==> src/rtl/uart_pkg.sv <==
// Shared UART constants and the receiver state encoding.
// The transmitter imports the same baud default so both ends stay consistent.
package uart_pkg;

  localparam int CLKS_PER_BIT_DEFAULT = 104;
  localparam int DATA_BITS            = 8;

  typedef enum logic [2:0] {
    IDLE  = 3'd0,
    START = 3'd1,
    DATA  = 3'd2,
    STOP  = 3'd3,
    BREAK = 3'd4
  } rx_state_t;

endpackage

==> src/rtl/sync_2ff.sv <==
// Two-flop synchroniser for a single asynchronous input.
// The reset value is a parameter so an idle-high line reads idle out of reset.
module sync_2ff #(
  parameter logic RST_VAL = 1'b1
) (
  input  logic clk,
  input  logic rst_n,
  input  logic d,
  output logic q
);

  logic meta_r;

  // Capture the asynchronous input and hand it to the second stage.
  always_ff @(posedge clk or negedge rst_n) begin
    if (!rst_n) begin
      meta_r <= RST_VAL;
      q      <= RST_VAL;
    end else begin
      meta_r <= d;
      q      <= meta_r;
    end
  end

endmodule

==> src/rtl/uart_rx.sv <==
// 8N1 UART receiver with mid-bit sampling and a one-entry output register.
// Flags framing errors (stop bit low) and overruns (byte lost to a full register).
module uart_rx
  import uart_pkg::*;
#(
  parameter int CLKS_PER_BIT = CLKS_PER_BIT_DEFAULT,
  parameter int HALF_BIT     = CLKS_PER_BIT / 2
) (
  input  logic                 CLK,
  input  logic                 rst_n,
  input  logic                 RXD,
  output logic [DATA_BITS-1:0] rx_data,
  output logic                 rx_valid,
  input  logic                 rx_ready,
  output logic                 frame_err,
  output logic                 overrun,
  output logic                 busy
);

  localparam int               CNT_W    = $clog2(CLKS_PER_BIT);
  localparam logic [CNT_W-1:0] CNT_LAST = CNT_W'(CLKS_PER_BIT - 1);
  localparam logic [CNT_W-1:0] CNT_HALF = CNT_W'(HALF_BIT - 1);
  localparam logic [CNT_W-1:0] CNT_ONE  = CNT_W'(1);
  localparam logic [2:0]       IDX_LAST = 3'(DATA_BITS - 1);

  logic                 rxd_s;
  rx_state_t            state_r;
  logic [CNT_W-1:0]     cnt_r;
  logic [2:0]           bit_idx_r;
  logic [DATA_BITS-1:0] shift_r;

  sync_2ff #(.RST_VAL(1'b1)) u_sync (
    .clk   (CLK),
    .rst_n (rst_n),
    .d     (RXD),
    .q     (rxd_s)
  );

  // Receive FSM plus holding register; every output is registered here.
  always_ff @(posedge CLK or negedge rst_n) begin
    if (!rst_n) begin
      state_r   <= IDLE;
      cnt_r     <= '0;
      bit_idx_r <= 3'd0;
      shift_r   <= '0;
      rx_data   <= '0;
      rx_valid  <= 1'b0;
      frame_err <= 1'b0;
      overrun   <= 1'b0;
      busy      <= 1'b0;
    end else begin
      frame_err <= 1'b0;
      overrun   <= 1'b0;
      // A completing byte below overrides this drop in the same cycle.
      if (rx_valid && rx_ready) begin
        rx_valid <= 1'b0;
      end
      case (state_r)
        IDLE: begin
          cnt_r <= '0;
          if (!rxd_s) begin
            state_r <= START;
            busy    <= 1'b1;
          end
        end
        START: begin
          if (cnt_r == CNT_HALF) begin
            cnt_r <= '0;
            if (!rxd_s) begin
              state_r   <= DATA;
              bit_idx_r <= 3'd0;
            end else begin
              state_r <= IDLE;
              busy    <= 1'b0;
            end
          end else begin
            cnt_r <= cnt_r + CNT_ONE;
          end
        end
        DATA: begin
          if (cnt_r == CNT_LAST) begin
            cnt_r     <= '0;
            shift_r   <= {rxd_s, shift_r[DATA_BITS-1:1]};
            bit_idx_r <= bit_idx_r + 3'd1;
            if (bit_idx_r == IDX_LAST) begin
              state_r <= STOP;
            end
          end else begin
            cnt_r <= cnt_r + CNT_ONE;
          end
        end
        STOP: begin
          if (cnt_r == CNT_LAST) begin
            cnt_r <= '0;
            if (rxd_s) begin
              state_r <= IDLE;
              busy    <= 1'b0;
              if (!rx_valid || rx_ready) begin
                rx_data  <= shift_r;
                rx_valid <= 1'b1;
              end else begin
                overrun <= 1'b1;
              end
            end else begin
              frame_err <= 1'b1;
              state_r   <= BREAK;
            end
          end else begin
            cnt_r <= cnt_r + CNT_ONE;
          end
        end
        BREAK: begin
          // Hold here until the line idles so a long break flags only once.
          cnt_r <= '0;
          if (rxd_s) begin
            state_r <= IDLE;
            busy    <= 1'b0;
          end
        end
        default: begin
          state_r <= IDLE;
          cnt_r   <= '0;
          busy    <= 1'b0;
        end
      endcase
    end
  end

endmodule

==> config.mk <==
export PLATFORM = sky130hd
export DESIGN_NAME = uart_rx
export DESIGN_NICKNAME = d
export VERILOG_FILES = /design/src/rtl/uart_pkg.sv /design/src/rtl/sync_2ff.sv /design/src/rtl/uart_rx.sv
export SDC_FILE = /design/constraint.sdc
export NUM_CORES = 1
export LEC_CHECK = 0
export CORE_MARGIN = 2
export CORE_UTILIZATION = 45
export CTS_BUF_LIST = sky130_fd_sc_hd__clkbuf_2 sky130_fd_sc_hd__clkbuf_4 sky130_fd_sc_hd__clkbuf_8
export DETAILED_ROUTE_END_ITERATION = 10
export GPL_TIMING_DRIVEN = 0
export PLACE_DENSITY = 0.66
export SETUP_SLACK_MARGIN = 0.3
export SLEW_MARGIN = 20
export SYNTH_ARGS = -nofsm -noshare
export SYNTH_HDL_FRONTEND = slang
export SYNTH_HIERARCHICAL = 1
export SYNTH_SLANG_ARGS = --single-unit
==> constraint.sdc <==
create_clock -name CLK -period 2.2 [get_ports CLK]
set_input_delay 0.22 -clock CLK [delete_from_list [all_inputs] [get_ports CLK]]
set_output_delay 0.22 -clock CLK [all_outputs]
set_load 0.03 [all_outputs]
Word-level counts from Yosys, hierarchy flattened:

Cells that the tools add are included.

* register bits after elaboration: 35

* bitwise logic cells: 1
* eq/ne operators: 14
* multiplexer cells: 33
* add/sub/neg operators: 2
* reduce and logical (&&, ||, !) cells: 11

Operators with widths (count)
* $mux W3: 10
* $mux W1: 16
* $pmux W3 S5: 1
* $mux W7: 2
* $pmux W7 S2: 1
* $ne A2 B2 Y1 const B: 6
* $reduce_and A4 Y1: 3
* $add A7 B1 Y7 const B: 1
* $eq A7 B6 Y1 const B: 1
* $eq A7 B7 Y1 const B: 1
* $eq A3 B2 Y1 const B: 2
* $eq A3 B3 Y1 const B: 2
* $pmux W3 S2: 1
* $reduce_and A6 Y1: 1
* $pmux W1 S5: 1
* $add A3 B1 Y3 const B: 1
* $eq A3 B1 Y1 const B: 1
* $logic_not A3 Y1: 1
* $mux W2: 1
* $ne A2 B1 Y1 const B: 1
* $reduce_and A2 Y1: 1
* $reduce_bool A2 Y1: 1
* $reduce_or A2 Y1: 1
* $logic_and A1 B1 Y1: 1
* 3 further kinds: 3

Logic depth before layout (Yosys ltp):

Gate-level depths: netlist of the first run.

* depth after elaboration: 6
* mapped depth: 6
* depth with buffers taken out: 6

By module:

Netlist of the first run, hierarchy kept.

Modules (own cells, without submodules)
* uart_rx: cells each 119, instances 1, area an instance 1510.2 um2, seq. area each 825.8 um2
* sync_2ff: cells each 2, instances 1, area an instance 52.6 um2, seq. area each 52.6 um2

Worst setup path after synthesis of the first run:

Ideal clock, no wire load.

* kind: register -> register
* from: register cnt_r[0]
* to: register rx_data[0]
* required time: 2.075 ns
* cell stages (with the launch flop): 7
* buffers on the path: 1
* data arrival time: 1.808 ns
* slack: 0.267 ns
* cells stage by stage: dfrtp_1 ha_1 nand3b_4 or4b_4 nor2b_2 buf_6 mux2_4

* word-level cells in the longest chain between the ends: 2

Ends and longest elaborated chain
* start: declaration: RTL line uart_rx.sv:28 `logic [CNT_W-1:0] cnt_r;`
* start signal: assignment: RTL line uart_rx.sv:77 `cnt_r <= cnt_r + CNT_ONE;`
* start signal: assignment: RTL line uart_rx.sv:89 `cnt_r <= cnt_r + CNT_ONE;`
* start signal: assignment: RTL line uart_rx.sv:109 `cnt_r <= cnt_r + CNT_ONE;`
* $eq A7 B7 Y1: RTL line uart_rx.sv:93 `if (cnt_r == CNT_LAST) begin`
* $reduce_and A4 Y1 (no line)
* end signal: assignment: RTL line uart_rx.sv:99 `rx_data <= shift_r;`
* end: declaration: RTL line uart_rx.sv:12 `output logic [DATA_BITS-1:0] rx_data,`

No other way between the ends.
A chain may end at the register's enable or synchronous reset.

Worst setup path in the final report of the first run:

* from: register u_sync.q
* to: register rx_data[1]

* word-level cells in the longest chain between the ends: 1

Ends and longest elaborated chain
* start: declaration: RTL line sync_2ff.sv:9 `output logic q`
* start signal: assignment: RTL line sync_2ff.sv:21 `q <= meta_r;`
* $reduce_and A4 Y1 (no line)

No other way between the ends.

==> summary.md, run 1 <==
| Metric | Value |
|---|---|
| Status | finished, final reports clean |
| Seq cells post-synth | 35 |
| Final GP Congestion | 0.828 |
| Inst Count DP | 183 |
| GR Util All Layers | 0.157 |
| Layout cells sized above 1 | 0.318 |
| Final Power | 1.27 mW |
| Seq/Total Area, Yosys | 0.562 |
| Row cnt | 21 |
| Detailed placement HPWL | 1770 µm |
| Via-per-instance ratio | 5.08 |
| Clock Root Buffer | clkbuf_4 |
| Mapped Cells | 121 |
| Total leakage power | 0.973 nW |
| Slew @ Worst Pin | 0.381 ns |
| Final number of hold-violating endpoints | 0 |
| CTS tree | done |
| Die area | 3960 µm² |
| Fin nets | 161 |
| Endpoint class of the critical path | register |
| Syn. warnings | 6 |
| Fillcell total | about 270 |
| Post-DRT Antenna Nets | 0 |
| Dominant cell by count in the synthesized netlist | dfrtp_1 |
| Initial DRC Count | 41 |
| Max-Slew Margin vs Limit | 0.746 |
| Setup CP Type | reg2reg |
| Sequential Power Share | 0.510 |
| Synth top area cells | dfrtp_1 (53%), mux2_4 (7.7%), mux2_2 (6.5%) |
| Crit path DAT | roughly 2.2 ns |
| Synth cell count leaders | dfrtp_1 (33), nor2_1 (13), mux2_2 (9) |
| Post-synth EDFFs | 0 |
| Clock Skew | 0.0132 ns |
| P&R area growth vs syn | 28.6% |
| Slew Viols, Final | 0 |
| Initial core utilization | 0.468 |
| Min cycle time layout | 1.93 ns |
| Non-Filler Instances | 200 |
| Max frequency | 518 MHz |
| Largest net degree at the start of global routing | 22 |
| Final setup TNS | 0 ns |
| Clk slew on worst S/H paths | 0.11 ns |
| Via count | 1015 |
| WL final | 2700 µm |
| CP startpoint kind | register |
| Grt ovf | 0 |
| Clock Path Buffers | 2 |
| Horiz. Die Dim | 62.9 µm |
| Clk sinks | 35 |
| DR DRC count | 0 |
| Area leader, netlist | dfrtp_1 |
| Top-area cell type share of the netlist area | 0.528 |
| DRT Pass-1 Iters | 4 |
| Ys flop type | dfrtp_1 |
| Worst skew pair latency | 0.35 ns |
| Unrepaired setup endpoints after global routing | yes |
| Number of distinct library cells after synthesis | 35 |
| IO Pins | 16 |
| Hold Crit Class | in2reg |
| Die Span Y | approximately 63 µm |
| MaxCap Viol Count | 0 |
| Net Count, Synth | 129 |
| Switching pwr | 0.240 mW |
| Post-synth ARST share | 1.00 |
| Mapped Area | 1560 µm² |
| Sw frac | 0.190 |
| Antenna violations before repair | 0 |
| Final worst path period share | 0.877 |
| Num CTS Buffers | 5 |
| Antenna cells | 0 |
| Req. time, crit path | 2.44 ns |
| Internal | a little over 1 mW |
| Peak fanout along the critical path | 8 |
| PD cells | 631 nW/µm² |
| Global-route wire length before repair | ~4800 µm |
| Setup violators final | 0 |
| Syn Area/Cell | 12.9 µm² |
| Avg WL per Cell | 13.5 µm |
| Vias in the first global route | 1043 |
| Port Buffers | 15 |
| Core box area | 3340 µm² |
| Combinational power share | 0.026 |
| Htree depth | 2 |
| Clk pwr share | 0.464 |
| Peak supply drop | about 0.42 mV |
## cell families (layout without fill, tap and decap cells)
kind of cell	Yosys count	count (layout)	share of synthesized area
and+or+nand+nor	34	34	0.131
DFF	35	35	0.562
muxes	17	17	0.142
xor gates and xnor gates	6	6	0.0336
AOI/OAI and AO/OA	15	15	0.0673
buffers and inverters	10	43	0.0320
adders and majority gates	4	4	0.0320
## path summary, 6_finish.rpt
| check | end | slack (ns) | depth (start not counted) | from |
|---|---|---|---|---|
| setup reg to reg | rx_data[1] | 0.27 | 6 | u_sync/q |
| setup / recovery | rx_data[1] | 0.27 | 6 | u_sync/q |
| hold / removal | u_sync/meta_r | 0.27 | 1 | RXD |
| max in group asynchronous | u_sync/q | 1.39 | 3 | rst_n |
| min in group asynchronous | state_r[2] | 0.31 | 2 | rst_n |
| hold reg to reg | u_sync/q | 0.36 | 0 | u_sync/meta_r |
## repair_timing
action,4_1_cts,5_1_grt
hold endpoints to repair,14,0
hold buffers,1,0
endpoints found under the setup margin,15,15
gates resized for setup,5,3
gates cloned,0,0
pin swaps,2,1
buffers inserted,6,2
## cell usage in the layout (no fill, tap or decap), types with 2 or more instances in the layout
| master | instances |
|---|---|
| dfrtp_1 | 33 |
| mux2_4 | 8 |
| buf_4 | 8 |
| buf_2 | 2 |
| a21o_1 | 2 |
| ha_1 | 3 |
| clkbuf_4 | 8 |
| dfstp_2 | 2 |
| a31oi_1 | 2 |
| nand3_1 | 5 |
| inv_1 | 5 |
| nor2b_4 | 2 |
| nand2b_1 | 2 |
| a21oi_1 | 2 |
| xor2_1 | 5 |
| clkdlybuf4s50_1 | 14 |
| bufinv_16 | 2 |
| nand2_1 | 3 |
| nor2_1 | 13 |
| a22o_1 | 2 |
| nor3_1 | 2 |
| mux2_2 | 9 |
| o21ai_0 | 2 |
## sequential cells by signal (all words and copies together) (netlist names)
name,cells
overrun,1
rx_valid,1
shift_r,8
bit_idx_r,3
u_sync/meta_r,1
busy,1
rx_data,8
state_r,3
cnt_r,7
frame_err,1
u_sync/q,1
## critical path: stages, from the launching register on
cell      delay (ns)
dfstp_2         0.54
clkbuf_8        0.11
inv_1           0.03
or4b_4          0.54
nor2b_4         0.14
buf_8           0.15
mux2_4          0.30
## layer usage
layer  vias to the layer above  GRT usage  share of wire
met5                         -          0              0
met4                         0     0.0667          0.021
met3                         6     0.0559          0.053
met2                        32      0.247           0.49
met1                       492      0.196           0.44
li1                        485          -              -
## power by group through the flow
stage / sequential [mW] / clock, mW / combinational (mW)
finish: 0.647 / 0.589 / 0.0328
global route: 0.647 / 0.623 / 0.0376
CTS: 0.647 / 0.601 / 0.0344
detailed placement: 0.659 / 0 / 0.0296
global placement: 0.659 / 0 / 0.0239
floorplan: 0.659 / 0 / 0.00530
## cell type report
| type | instances | area (µm²) | area share |
|---|---|---|---|
| sequential | 35 | 878 | 0.437 |
| multi-input combinational | 76 | 658 | 0.328 |
| timing repair buffer | 25 | 243 | 0.121 |
| clock inverter | 2 | 60.1 | 0.0299 |
| tap | 46 | 57.6 | 0.0286 |
| buffer | 5 | 48.8 | 0.0243 |
| clock buffer | 6 | 45.0 | 0.0224 |
| inverter | 5 | 18.8 | 0.00934 |
## through the flow
step	instance area, µm²	util	setup slack (ns)	hold slack (ns)
6_report	2010	0.602	0.271	0.268
2_1_floorplan	1570	-	0.277	-0.0756
4_1_cts	1980	0.594	0.271	0.259
5_1_grt	2010	0.602	0.221	0.274
3_3_place_gp	1770	0.531	0.160	0.347
3_5_place_dp	1800	0.538	0.149	0.159
(Power assumes the default switching activity.)
==> run 2: changes to the inputs <==
Settings changed: CORE_UTILIZATION 45 to 25, PLACE_DENSITY 0.66 to default.
==> run 2 against run 1 <==
Via count is 3.9% lower. Maximum frequency fell by 0.47%. Die area up 74%. Total power rose by 0.23%. Non-clock buffer count did not move. Global-route usage decreased by 7.4 points. First-iteration DRC count increased by 15%. Utilization decreased by 26 points. Sequential power hardly changed. Sequential share of layout area shrank 0.91 points. Clock skew decreased by 0.0062 ns. Flip-flop and latch count unchanged.
==> summary.md, run 2 (same netlist as run 1, synthesis figures left out) <==
| Metric | Value |
|---|---|
| Status | finished, final reports clean |
| Initial core utilization | 0.261 |
| Initial DRC Count | 47 |
| Crit path to | rx_data[1] |
| PD cells | approximately 620 nW/µm² |
| Worst setup margin | ~0.26 ns |
| DRT Pass-1 Iters | 4 |
| CP startpoint | cnt_r[0] |
| Clk sinks | 35 |
| Req. time, crit path | roughly 2.4 ns |
| RR Startpoint | cnt_r[0] |
| Max-Slew Margin vs Limit | 0.749 |
| Clk slew on worst S/H paths | 0.07 ns |
| Htree depth | 2 |
| Unrepaired setup endpoints after global routing | yes |
| R2R Setup Slk | 0.26 ns |
| Final setup TNS | 0 ns |
| CP startpoint kind | register |
| Fillcell total | 578 |
| Vias in the first global route | roughly 1000 |
| Cell count of the worst reg-to-reg path | 6 |
| R2R Path End | rx_data[1] |
| Worst skew pair latency | 0.29 ns |
| IO Pins | 16 |
| DR DRC count | 0 |
| Antenna cells | 0 |
| Horiz. Die Dim | 83.1 µm |
| Peak fanout along the critical path | 8 |
| Final number of hold-violating endpoints | 0 |
| GR Util All Layers | 0.0836 |
| Fin nets | 161 |
| Endpoint class of the critical path | register |
| Die area | 6900 µm² |
| Worst slack, placed | between 0.1 and 0.15 ns |
| Crit-path max cell delay | 0.56 ns |
| Layout cells sized above 1 | 0.318 |
| Slew @ Worst Pin | 0.375 ns |
| Slew Viols, Final | 0 |
| Max frequency | ~520 MHz |
| MaxCap Viol Count | 0 |
| Row cnt | 28 |
| Hold Crit Class | in2async |
| CTS tree | done |
| Num CTS Buffers | 5 |
| Grt ovf | 0 |
| Avg WL per Cell | 11.4 µm |
| Crit path cell chain | ha_4 > nand3b_4 > or4b_4 > nor2b_4 > buf_8 > mux2_4 |
| Clock Path Buffers | 2 |
| Most frequent cells in the layout | dfrtp_1 (33), clkdlybuf4s50_1 (14), nor2_1 (13) |
| Clock Root Buffer | clkbuf_8 |
| Port Buffers | 15 |
| Via count | about 980 |
| Post-DRT Antenna Nets | 0 |
| Global-route wire length before repair | approximately 4700 µm |
| Total leakage power | 0.976 nW |
| Min cycle time layout | approximately 1.9 ns |
| WL final | approximately 2600 µm |
| Final worst path period share | 0.881 |
| Non-Filler Instances | between 200 and 250 |
| Via-per-instance ratio | approximately 4.3 |
| Largest net degree at the start of global routing | 25 |
| Antenna violations before repair | 0 |
| Critical Path Slowest Stage Cell | or4b_4 |
| Largest regs | rx_data (8), shift_r (8), cnt_r (7) |
| Hold slack | 0.348 ns |
| Core box area | approximately 6000 µm² |
| Fin util | 0.343 |
| Die Span Y | 83.1 µm |
| Crit path DAT | 2.11 ns |
| Final GP Congestion | about 0.78 |
| P&R area growth vs syn | 31.3% |
| Detailed placement HPWL | 1790 µm |
| Commonest non-fill, non-tap cell in the layout | dfrtp_1 |
| Setup CP Type | reg2reg |
| Clock Skew | 0.00701 ns |
| Setup violators final | 0 |
| Peak supply drop | approximately 0.32 mV |
| Inst Count DP | 212 |
run 2: worst min-delay path by stage:
stage / endpoint / slack (ns) / cells after the start
after detailed placement: cnt_r[1] / 0.13 / 1
after CTS: u_sync/meta_r / 0.34 / 1
after global placement: u_sync/q / 0.35 / 0
after global routing: u_sync/meta_r / 0.35 / 1
after floorplan: bit_idx_r[0] / -0.08 / 0
final: cnt_r[1] / 0.35 / 2
run 2: per-stage QoR:
stage	instance area, µm²	power (mW)
after floorplan	1570	0.665
after global placement	1810	0.684
after detailed placement	1820	0.687
after CTS	2010	1.29
after global routing	2050	1.32
final	2050	1.27
run 2: final cells by class:
class / count / area, µm² / share of cell area
Buffer: 5 / 50.0 / 0.0244
Tap cell: 75 / 93.8 / 0.0457
Inverter: 5 / 18.8 / 0.00915
Timing Repair Buffer: 25 / 235 / 0.115
Clock inverter: 2 / 35.0 / 0.0171
Clock buffer: 6 / 82.6 / 0.0402
Multi-Input combinational cell: 76 / 658 / 0.321
Sequential cell: 35 / 878 / 0.428
run 2: power breakdown:
| group | internal, mW | switching (mW) | total [mW] |
|---|---|---|---|
| clock network | 0.366 | 0.226 | 0.592 |
| logic | 0.0138 | 0.0179 | 0.0317 |
| registers | 0.647 | 0.000787 | 0.647 |
run 2: layer usage:
| layer | routed length [µm] | track usage | vias to the layer above |
|---|---|---|---|
| li1 | - | - | 482 |
| met1 | 1350 | 0.110 | 473 |
| met3 | 103 | 0.0388 | 2 |
| met4 | 14 | 0.0328 | 0 |
| met5 | 0 | 0 | - |
| met2 | 1160 | 0.119 | 18 |
run 2: worst max-delay path, delay by kind of cell (launching register included):
kind / cells / cell delay, ns
multiplexers: 1 / 0.30
adder cells (fa/ha/maj): 1 / 0.17
AND/OR/NAND/NOR: 3 / 0.80
flip-flops: 1 / 0.41
buffers and inverters: 1 / 0.15
run 2: timing repair:
item / CTS / global route
setup buffers: 5 / 3
resized for setup: 4 / 5
pin swaps: 2 / 1
hold endpoints to repair: 11 / 0
hold buffers: 1 / 0
endpoints found under the setup margin: 15 / 15
